### config.mk
export PLATFORM = sky130hd
export DESIGN_NAME = fft_frame_ctrl
export DESIGN_NICKNAME = d
export VERILOG_FILES = /design/src/rtl/fft_pkg.sv /design/src/rtl/fft_sample_buf.sv /design/src/rtl/fft_frame_ctrl.sv
export SDC_FILE = /design/constraint.sdc
export NUM_CORES = 1
export LEC_CHECK = 0
export CORE_AREA = 2 2 357 359
export CTS_BUF_LIST = sky130_fd_sc_hd__clkbuf_16
export DETAILED_ROUTE_END_ITERATION = 8
export DIE_AREA = 0 0 359 361
export GPL_TIMING_DRIVEN = 0
export PLACE_DENSITY = 0.45
export SKIP_LAST_GASP = 1
export SLEW_MARGIN = 25
export SYNTH_ARGS = -nofsm -noshare
export SYNTH_HDL_FRONTEND = slang
export SYNTH_SLANG_ARGS = --single-unit
### constraint.sdc
create_clock -name clk_i -period 30 [get_ports clk_i]
set_input_delay 4.5 -clock clk_i [delete_from_list [all_inputs] [get_ports clk_i]]
set_output_delay 4.5 -clock clk_i [all_outputs]
set_load 0.05 [all_outputs]
### src/rtl/fft_pkg.sv
// Shared types and helpers for the FFT frame controller: sample layout,
// controller state encoding and index bit reversal.
package fft_pkg;

    localparam int DATA_WIDTH = 50;
    localparam int N_POINTS   = 8;

    typedef struct packed {
        logic [DATA_WIDTH/2-1:0] re;
        logic [DATA_WIDTH/2-1:0] im;
    } cplx_t;

    typedef enum logic [1:0] {
        FILL = 2'd0,
        WAIT = 2'd1,
        HOLD = 2'd2
    } ctrl_state_t;

    // Reverse the low 'bits' bits of idx; the upper bits of the result are zero.
    function automatic logic [31:0] bitrev(input logic [31:0] idx, input int bits);
        logic [31:0] r;
        r = '0;
        for (int b = 0; b < 32; b++) begin
            if (b < bits) r[b] = idx[bits-1-b];
        end
        return r;
    endfunction

endpackage

### src/rtl/fft_sample_buf.sv
// N_POINTS x DATA_WIDTH register array with a single-word write port and a
// whole-array parallel load; contents are deliberately not reset.
module fft_sample_buf #(
    parameter int DATA_WIDTH = 50,
    parameter int N_POINTS   = 8,
    parameter int IDX_W      = 3
) (
    input  logic                           clk_i,
    input  logic                           wr_en_i,
    input  logic [IDX_W-1:0]               wr_idx_i,
    input  logic [DATA_WIDTH-1:0]          wr_data_i,
    input  logic                           load_en_i,
    input  logic [N_POINTS*DATA_WIDTH-1:0] load_data_i,
    output logic [N_POINTS*DATA_WIDTH-1:0] data_o
);

    logic [N_POINTS-1:0][DATA_WIDTH-1:0] mem_q;

    always_ff @(posedge clk_i) begin
        if (load_en_i) begin
            mem_q <= load_data_i;
        end else if (wr_en_i) begin
            mem_q[wr_idx_i] <= wr_data_i;
        end
    end

    assign data_o = mem_q;

endmodule

### src/rtl/fft_frame_ctrl.sv
// Collects a serial sample stream into frames for the FFT core, waits out the
// core latency, captures the core output and replays it as a serial stream.
module fft_frame_ctrl #(
    parameter int DATA_WIDTH   = fft_pkg::DATA_WIDTH,
    parameter int N_POINTS     = fft_pkg::N_POINTS,
    parameter int CORE_LATENCY = 3,
    parameter int BITREV_OUT   = 0,
    localparam int IDX_W       = (N_POINTS > 1) ? $clog2(N_POINTS) : 1
) (
    input  logic                           clk_i,
    input  logic                           rst_i,
    input  logic                           s_valid_i,
    output logic                           s_ready_o,
    input  logic [DATA_WIDTH-1:0]          s_data_i,
    output logic [N_POINTS*DATA_WIDTH-1:0] core_data_o,
    input  logic [N_POINTS*DATA_WIDTH-1:0] core_data_i,
    output logic                           m_valid_o,
    input  logic                           m_ready_i,
    output logic [DATA_WIDTH-1:0]          m_data_o,
    output logic [IDX_W-1:0]               m_index_o,
    output logic                           m_last_o,
    output logic                           busy_o,
    output logic [15:0]                    frame_cnt_o,
    output logic [1:0]                     state_o
);
    import fft_pkg::*;

    localparam int LAT_EFF = (CORE_LATENCY < 1) ? 1 : CORE_LATENCY;
    localparam int CNT_W   = $clog2(LAT_EFF + 1);

    ctrl_state_t          state_q, state_d;
    logic [IDX_W-1:0]     wr_idx_q, wr_idx_d;
    logic [IDX_W-1:0]     rd_idx_q, rd_idx_d;
    logic [CNT_W-1:0]     lat_cnt_q, lat_cnt_d;
    logic                 m_valid_q, m_valid_d;
    logic [15:0]          frame_cnt_q, frame_cnt_d;
    logic                 accept, pop, last_pop, buf_free, capture;
    logic [IDX_W-1:0]     sel_idx;
    logic [N_POINTS-1:0][DATA_WIDTH-1:0] res_words;

    // Handshakes: a beat transfers on a cycle where valid && ready are both high;
    // a source holds valid and its payload until that cycle, and ready never
    // depends combinationally on valid.
    assign accept   = s_valid_i && (state_q == FILL);
    assign pop      = m_valid_q && m_ready_i;
    assign last_pop = pop && (rd_idx_q == IDX_W'(N_POINTS - 1));
    assign buf_free = !m_valid_q || last_pop;

    always_comb begin
        state_d   = state_q;
        wr_idx_d  = wr_idx_q;
        lat_cnt_d = lat_cnt_q;
        capture   = 1'b0;
        case (state_q)
            FILL: begin
                if (accept) begin
                    if (wr_idx_q == IDX_W'(N_POINTS - 1)) begin
                        wr_idx_d  = '0;
                        lat_cnt_d = CNT_W'(LAT_EFF);
                        state_d   = WAIT;
                    end else begin
                        wr_idx_d = wr_idx_q + IDX_W'(1);
                    end
                end
            end
            WAIT: begin
                if (lat_cnt_q == CNT_W'(1)) begin
                    lat_cnt_d = '0;
                    if (buf_free) begin
                        capture = 1'b1;
                        state_d = FILL;
                    end else begin
                        state_d = HOLD;
                    end
                end else begin
                    lat_cnt_d = lat_cnt_q - CNT_W'(1);
                end
            end
            HOLD: begin
                if (buf_free) begin
                    capture = 1'b1;
                    state_d = FILL;
                end
            end
            default: state_d = FILL;
        endcase
    end

    // A capture on the cycle the last beat leaves keeps m_valid high seamlessly.
    always_comb begin
        m_valid_d = m_valid_q;
        rd_idx_d  = rd_idx_q;
        if (pop) begin
            if (last_pop) begin
                rd_idx_d  = '0;
                m_valid_d = 1'b0;
            end else begin
                rd_idx_d = rd_idx_q + IDX_W'(1);
            end
        end
        if (capture) begin
            m_valid_d = 1'b1;
            rd_idx_d  = '0;
        end
    end

    assign frame_cnt_d = capture ? frame_cnt_q + 16'd1 : frame_cnt_q;

    always_ff @(posedge clk_i) begin
        if (rst_i) begin
            state_q     <= FILL;
            wr_idx_q    <= '0;
            rd_idx_q    <= '0;
            lat_cnt_q   <= '0;
            m_valid_q   <= 1'b0;
            frame_cnt_q <= '0;
        end else begin
            state_q     <= state_d;
            wr_idx_q    <= wr_idx_d;
            rd_idx_q    <= rd_idx_d;
            lat_cnt_q   <= lat_cnt_d;
            m_valid_q   <= m_valid_d;
            frame_cnt_q <= frame_cnt_d;
        end
    end

    fft_sample_buf #(.DATA_WIDTH(DATA_WIDTH), .N_POINTS(N_POINTS), .IDX_W(IDX_W)) u_sample_buf (
        .clk_i       (clk_i),
        .wr_en_i     (accept),
        .wr_idx_i    (wr_idx_q),
        .wr_data_i   (s_data_i),
        .load_en_i   (1'b0),
        .load_data_i ('0),
        .data_o      (core_data_o)
    );

    fft_sample_buf #(.DATA_WIDTH(DATA_WIDTH), .N_POINTS(N_POINTS), .IDX_W(IDX_W)) u_result_buf (
        .clk_i       (clk_i),
        .wr_en_i     (1'b0),
        .wr_idx_i    ('0),
        .wr_data_i   ('0),
        .load_en_i   (capture),
        .load_data_i (core_data_i),
        .data_o      (res_words)
    );

    assign sel_idx     = (BITREV_OUT != 0) ? IDX_W'(bitrev(32'(rd_idx_q), IDX_W)) : rd_idx_q;
    assign m_data_o    = res_words[sel_idx];
    assign m_index_o   = sel_idx;
    assign m_valid_o   = m_valid_q;
    assign m_last_o    = m_valid_q && (rd_idx_q == IDX_W'(N_POINTS - 1));
    assign s_ready_o   = (state_q == FILL);
    assign busy_o      = (state_q != FILL) || m_valid_q;
    assign frame_cnt_o = frame_cnt_q;
    assign state_o     = state_q;

endmodule

-- Word level (Yosys, flattened, before mapping)
Index checks and enable logic that the tools add are counted.
- logic and storage cells: 79
- bits in registers: 827
- $add $sub $neg: 4
- eq/ne operators: 9
- mux-type cells: 23
- $lt $le $gt $ge: 3
- reduce and logical (&&, ||, !) cells: 18
- operator list (cell ; count):
    bitwise mux 400 bit ; 1
    binary-select mux 50 bit (select 3 bit) ; 1
    demux 50 bit (select 3 bit) ; 1
    two-way mux 50 bit ; 2
    adder 16 x 1 -> 16 bit, second input constant ; 1
    two-way mux 2 bit ; 8
    < comparator 3 x 4 -> 1 bit, second input constant ; 2
    nonzero test 2 bit ; 4
    adder 3 x 1 -> 3 bit, second input constant ; 2
    equality test 3 bit, second input constant ; 2
    two-way mux 3 bit ; 2
    case mux 2 bit (3 select lines) ; 1
    logical AND 1 bit ; 5
    two-way mux 1 bit ; 5
    equality test 2 x 1 -> 1 bit, second input constant ; 2
    inequality test 2 x 1 -> 1 bit, second input constant ; 2
    inequality test 2 bit, second input constant ; 2
    case mux 2 bit (2 select lines) ; 1
    AND reduction 2 bit ; 2
    AND reduction 4 bit ; 1
    >= comparator 3 x 1 -> 1 bit, second input constant ; 1
    AND reduction 3 bit ; 1
    equality test 2 bit, second input constant ; 1
    logical NOT 2 bit ; 1
    other kinds (5) ; 6

-- Depth between registers and ports, before layout
- word-level depth: 8
- mapped depth: 7
- depth with buffers taken out: 6

-- Hierarchy
From an unflattened synthesis, not the netlist that was laid out.
- cells, all modules: 3260
- area total of the unflattened synthesis: 40840.4 um2
- modules (own cells, without submodules) (module ; cells an instance ; instances ; area an instance (um2)):
    fft_sample_buf at u_sample_buf ; 1461 ; 1 ; 18280.0
    fft_sample_buf at u_result_buf ; 1461 ; 1 ; 18273.8
    fft_frame_ctrl ; 338 ; 1 ; 4286.6

-- Worst setup path after synthesis
No wires, ideal clock.
- path kind: input port to flip-flop
- start point: in m_ready_i
- end point: reg frame_cnt_q[1], in the netlist frame_cnt_o[1]
- stages on the path: 5
- arrival time: 16.675 ns
- setup time: 0.152 ns
- required time: 29.848 ns
- setup slack: 13.173 ns
- cell sequence: a21bo_2 -> and3_2 -> clkbuf_1 -> mux2i_1 -> nor2_1
- longest elaborated chain between the ends: 6
- RTL lines (item ; RTL line ; source):
    from (decl) ; fft_frame_ctrl.sv:18 ; input logic m_ready_i,
    logical AND 1 bit * ; fft_frame_ctrl.sv:45 ; assign pop = m_valid_q && m_ready_i;
    logical AND 1 bit * ; fft_frame_ctrl.sv:46 ; assign last_pop = pop && (rd_idx_q == IDX_W'(N_POINTS - 1));
    logical OR 1 bit * ; fft_frame_ctrl.sv:47 ; assign buf_free = !m_valid_q || last_pop;
    two-way mux 1 bit * ; fft_frame_ctrl.sv:69, fft_frame_ctrl.sv:80 ;
    two-way mux 1 bit ; fft_frame_ctrl.sv:67 ; if (lat_cnt_q == CNT_W'(1)) begin
    case mux 1 bit (2 select lines) * ; fft_frame_ctrl.sv:54 ; case (state_q)
    named net capture ; fft_frame_ctrl.sv:37 ; logic accept, pop, last_pop, buf_free, capture;
    to (signal assigned) ; fft_frame_ctrl.sv:123 ; frame_cnt_q <= frame_cnt_d;
    to (decl) ; fft_frame_ctrl.sv:36 ; logic [15:0] frame_cnt_q, frame_cnt_d;
The timed path passes the listed nets; every way through them passes the cells marked *.
A chain may end at the register's enable or synchronous reset.

-- Final worst setup path
- start point: reg rd_idx_q[1], in the netlist m_index_o[1]
- end point: out m_data_o[26]
- longest elaborated chain between the ends: 2
- RTL lines (item ; RTL line ; source):
    from (decl) ; fft_frame_ctrl.sv:33 ; logic [IDX_W-1:0] rd_idx_q, rd_idx_d;
    from (signal assigned) ; fft_frame_ctrl.sv:120 ; rd_idx_q <= rd_idx_d;
    binary-select mux 50 bit (select 3 bit) ; fft_frame_ctrl.sv:148 ; assign m_data_o = res_words[sel_idx];
    two-way mux 50 bit (not written as such) ; fft_frame_ctrl.sv:148 ;
    to (decl) ; fft_frame_ctrl.sv:19 ; output logic [DATA_WIDTH-1:0] m_data_o,
Every way passes these cells. The select of a mux whose other input is x is not followed.

==> results.py <==
metrics = {
    "final_layout": {
        "fin_cells": 3960,
        "area_delta_synth_final_pct": 53.7,
        "drive_gt1_share_pct": 17.0,
        "final_nets": 2690,
        "post-route-util_pct": 34.8,
    },
    "critical_path": {
        "critPathLaunch": "m_index_o[1]",
        "r2r_end": "u_sample_buf.data_o[33]",
        "ff2ff_setup_slack_ns": 26.25,
        "worst_ep_arrival_time_ns": 3.72,
        "slowest_stage": "buf_1",
        "crit_path_end_kind": "primary output",
        "crit_path_start_kind": "register",
        "r2r_start": "state_o[1]",
        "path_max_fanout": 10,
        "worst_r2r_path_depth": 12,
        "path_cells": "buf_2 -> buf_1 -> mux4_2 -> mux2_2 -> clkdlybuf4s50_1",
        "crit_type": "register to primary output",
        "critical-path-max-stage-delay_ns": 0.79,
        "critPathRequiredTime_ns": 25.50,
    },
    "sta": {
        "min_period_ns": 8.22,
        "rsz0062_at_grt": "false",
        "hold_violations": 0,
        "fin_worst_skew_ns": 0.0236,
        "tightest_slew_ns": 1.01,
        "fmax_mhz": 122,
        "maxSlewViolCount": 0,
        "max_slew_margin_pct": 32.4,
        "fin_tns_setup_ns": 0,
        "layout_setup_ws_ns": 21.78,
        "fin_crit_sh_pct": 27.4,
        "finalSetupViolCount": 0,
    },
    "synthesis": {
        "synth_compound_area_share_pct": 0.810,
        "synth-adder-area-share_pct": 0.396,
        "synth_cell_types": 41,
        "synth_seq_cells": 827,
        "ys_async_sr_fraction_pct": 0,
        "synthMuxAreaShare_pct": 10.1,
        "yosys.area.top_type_share_pct": 84.6,
        "yosysMostFrequentCell": "edfxtp_1",
        "synth_nets": 1609,
        "synth.avg_cell_area_sq_um": 24.8,
        "yosys-top-cells-area": "edfxtp_1 (85%), mux4_2 (7.9%), mux2_2 (2.0%)",
        "ys.flop_type": "edfxtp_1",
        "synth_xor_xnor_area_share_pct": 0.0925,
        "seq_area_frac_synth_pct": 86.5,
        "synth_top_area_cell": "edfxtp_1",
        "syn_area_sq_um": 28400,
        "ys.warnings.count": 0,
        "syn-instance-count": 1146,
        "synth_common_cells": "edfxtp_1 (800), mux4_2 (100), mux2_2 (51)",
        "synth_top_family_by_area": "multiplexers",
        "synth_edf_count": 800,
        "synth-simple-area-share_pct": 1.46,
    },
    "hold_path": {
        "hp-start": "lat_cnt_q[1]",
        "hold_depth": 2,
        "worst_hold_path.endpoint": "lat_cnt_q[1]",
        "hp-class": "register to register",
    },
    "floorplan": {
        "row_count": 130,
        "start_util_pct": 22.7,
        "die-height_um": 361,
        "core_sq_um": 125000,
        "die_area_sq_um": 130000,
        "die_width_um": 359,
        "ios": 929,
    },
    "global_route": {
        "antenna_found_initial": 39,
        "grt_overflow": 0,
        "grt_max_degree": 56,
        "grt_pass1_vias": 16900,
        "grt_pass1_wl_um": 129000,
        "grtUsageTotal_pct": 14.1,
    },
    "power": {
        "total_power_w": 0.00256,
        "power_density_nw_per_um2": 58.6,
        "ir_worst_vdd_mv": 0.0379,
        "leakage_nw": 14.1,
    },
    "place": {
        "dp_slack_ns": 22.08,
        "place_congestion": 0.753,
        "dp_cells": 3784,
        "hpwl_um": 73100,
        "port_buffers": 927,
    },
    "clocking": {
        "root_buffer": "clkbuf_16",
        "clk_latency_ns": 0.67,
        "cts_tree": "done",
        "clkTransAtPathRegs_ns": 0.06,
        "cts_hold_buf": 0,
        "cts-htree-levels": 3,
        "cts_resized": 0,
        "cts_buffer_depth": 3,
        "cts_setup_buffers": 0,
        "cts.sinks": 827,
        "cts-buffers-inserted": 91,
    },
    "drt": {
        "viasPerCell": 3.96,
        "drc": 0,
        "firstDrtPassIters": 5,
        "first_iter_violations": 1118,
        "wl_per_cell_um": 23.7,
        "finalWirelength_um": 94000,
        "vias": 15700,
        "ant_nets": 0,
    },
    "run": {
        "maxCapViolCount": 0,
    },
    "run_status": {
        "status": "finished, final reports clean",
    },
}
cell families after synthesis:
kind of cell    count (synthesis)
fa+ha+maj                       9
xor+xnor                        3
mux                           154
buf+inv                        43
flops                         827
compound gates                 38
simple gates                   72
state kept, by name (all words and copies together), names as in the netlist:
signal	flops
wr_idx_q	3
m_index_o	3
state_o	2
u_sample_buf.data_o	400
frame_cnt_o	16
u_result_buf.data_o	400
lat_cnt_q	2
m_valid_o	1
worst max-delay path by stage:
| stage | endpoint | slack, ns |
|---|---|---|
| 5_1_grt | m_data_o[26] | 21.62 |
| 2_1_floorplan | frame_cnt_o[1] | 13.17 |
| 3_5_place_dp | u_sample_buf.data_o[41] | 22.08 |
| 4_1_cts | m_data_o[26] | 21.59 |
| 6_report | m_data_o[26] | 21.78 |
| 3_3_place_gp | frame_cnt_o[1] | 8.31 |
placed cells by master (no fill, tap or decap), types with 5 or more instances in the layout:
cell type	instances
buf_2	17
clkinv_1	12
clkdlybuf4s50_1	927
clkinv_2	24
dfxtp_1	27
inv_1	20
bufinv_16	14
ha_1	9
clkinvlp_4	6
nor3_1	5
a21oi_1	19
clkbuf_1	12
mux4_2	100
buf_4	36
diode_2	9
nand2_1	10
clkbuf_16	92
nand4_1	6
edfxtp_1	800
mux2_2	51
nor2_1	10
buf_1	5
buf_6	5
buf_12	8
buf_16	10
o21ai_0	9
cell type report:
| type | count | area (sq um) |
|---|---|---|
| diodes | 9 | 22.5 |
| plain buffers | 35 | 180 |
| clock buffers | 92 | 2300 |
| clock inverters | 75 | 769 |
| fillers | 11900 | 81800 |
| inverters | 8 | 30.0 |
| multi-input cells | 276 | 3690 |
| flip-flops and latches | 827 | 24600 |
| well taps | 1650 | 2060 |
| repair buffers | 988 | 10000 |
layer usage:
metal  track usage, %  wire [um]
met1             14.4      32700
met4             5.04       2650
met2             25.6      48900
met5            0.148        311
met3             6.14       9420
where the power goes:
group | total [W] | switching (W) | internal, W
registers | 0.00128 | 0.00000287 | 0.00128
logic | 0.000133 | 0.0000646 | 0.0000682
clock network | 0.00114 | 0.000462 | 0.000681
total | 0.00256 | 0.000529 | 0.00203
through the flow:
stage	area [sq um]	hold slack, ns
6_report	43600	0.470
5_1_grt	43600	0.506
4_1_cts	43600	0.476
3_5_place_dp	40600	0.467
3_3_place_gp	39700	0.472
2_1_floorplan	28400	0.440
critical path: cells and delay by family, from the launching register on:
kind / cells / cell delay [ns]
mux: 2 / 0.79
flops: 1 / 0.39
buf+inv: 3 / 1.88
(Power assumes the default switching activity.)
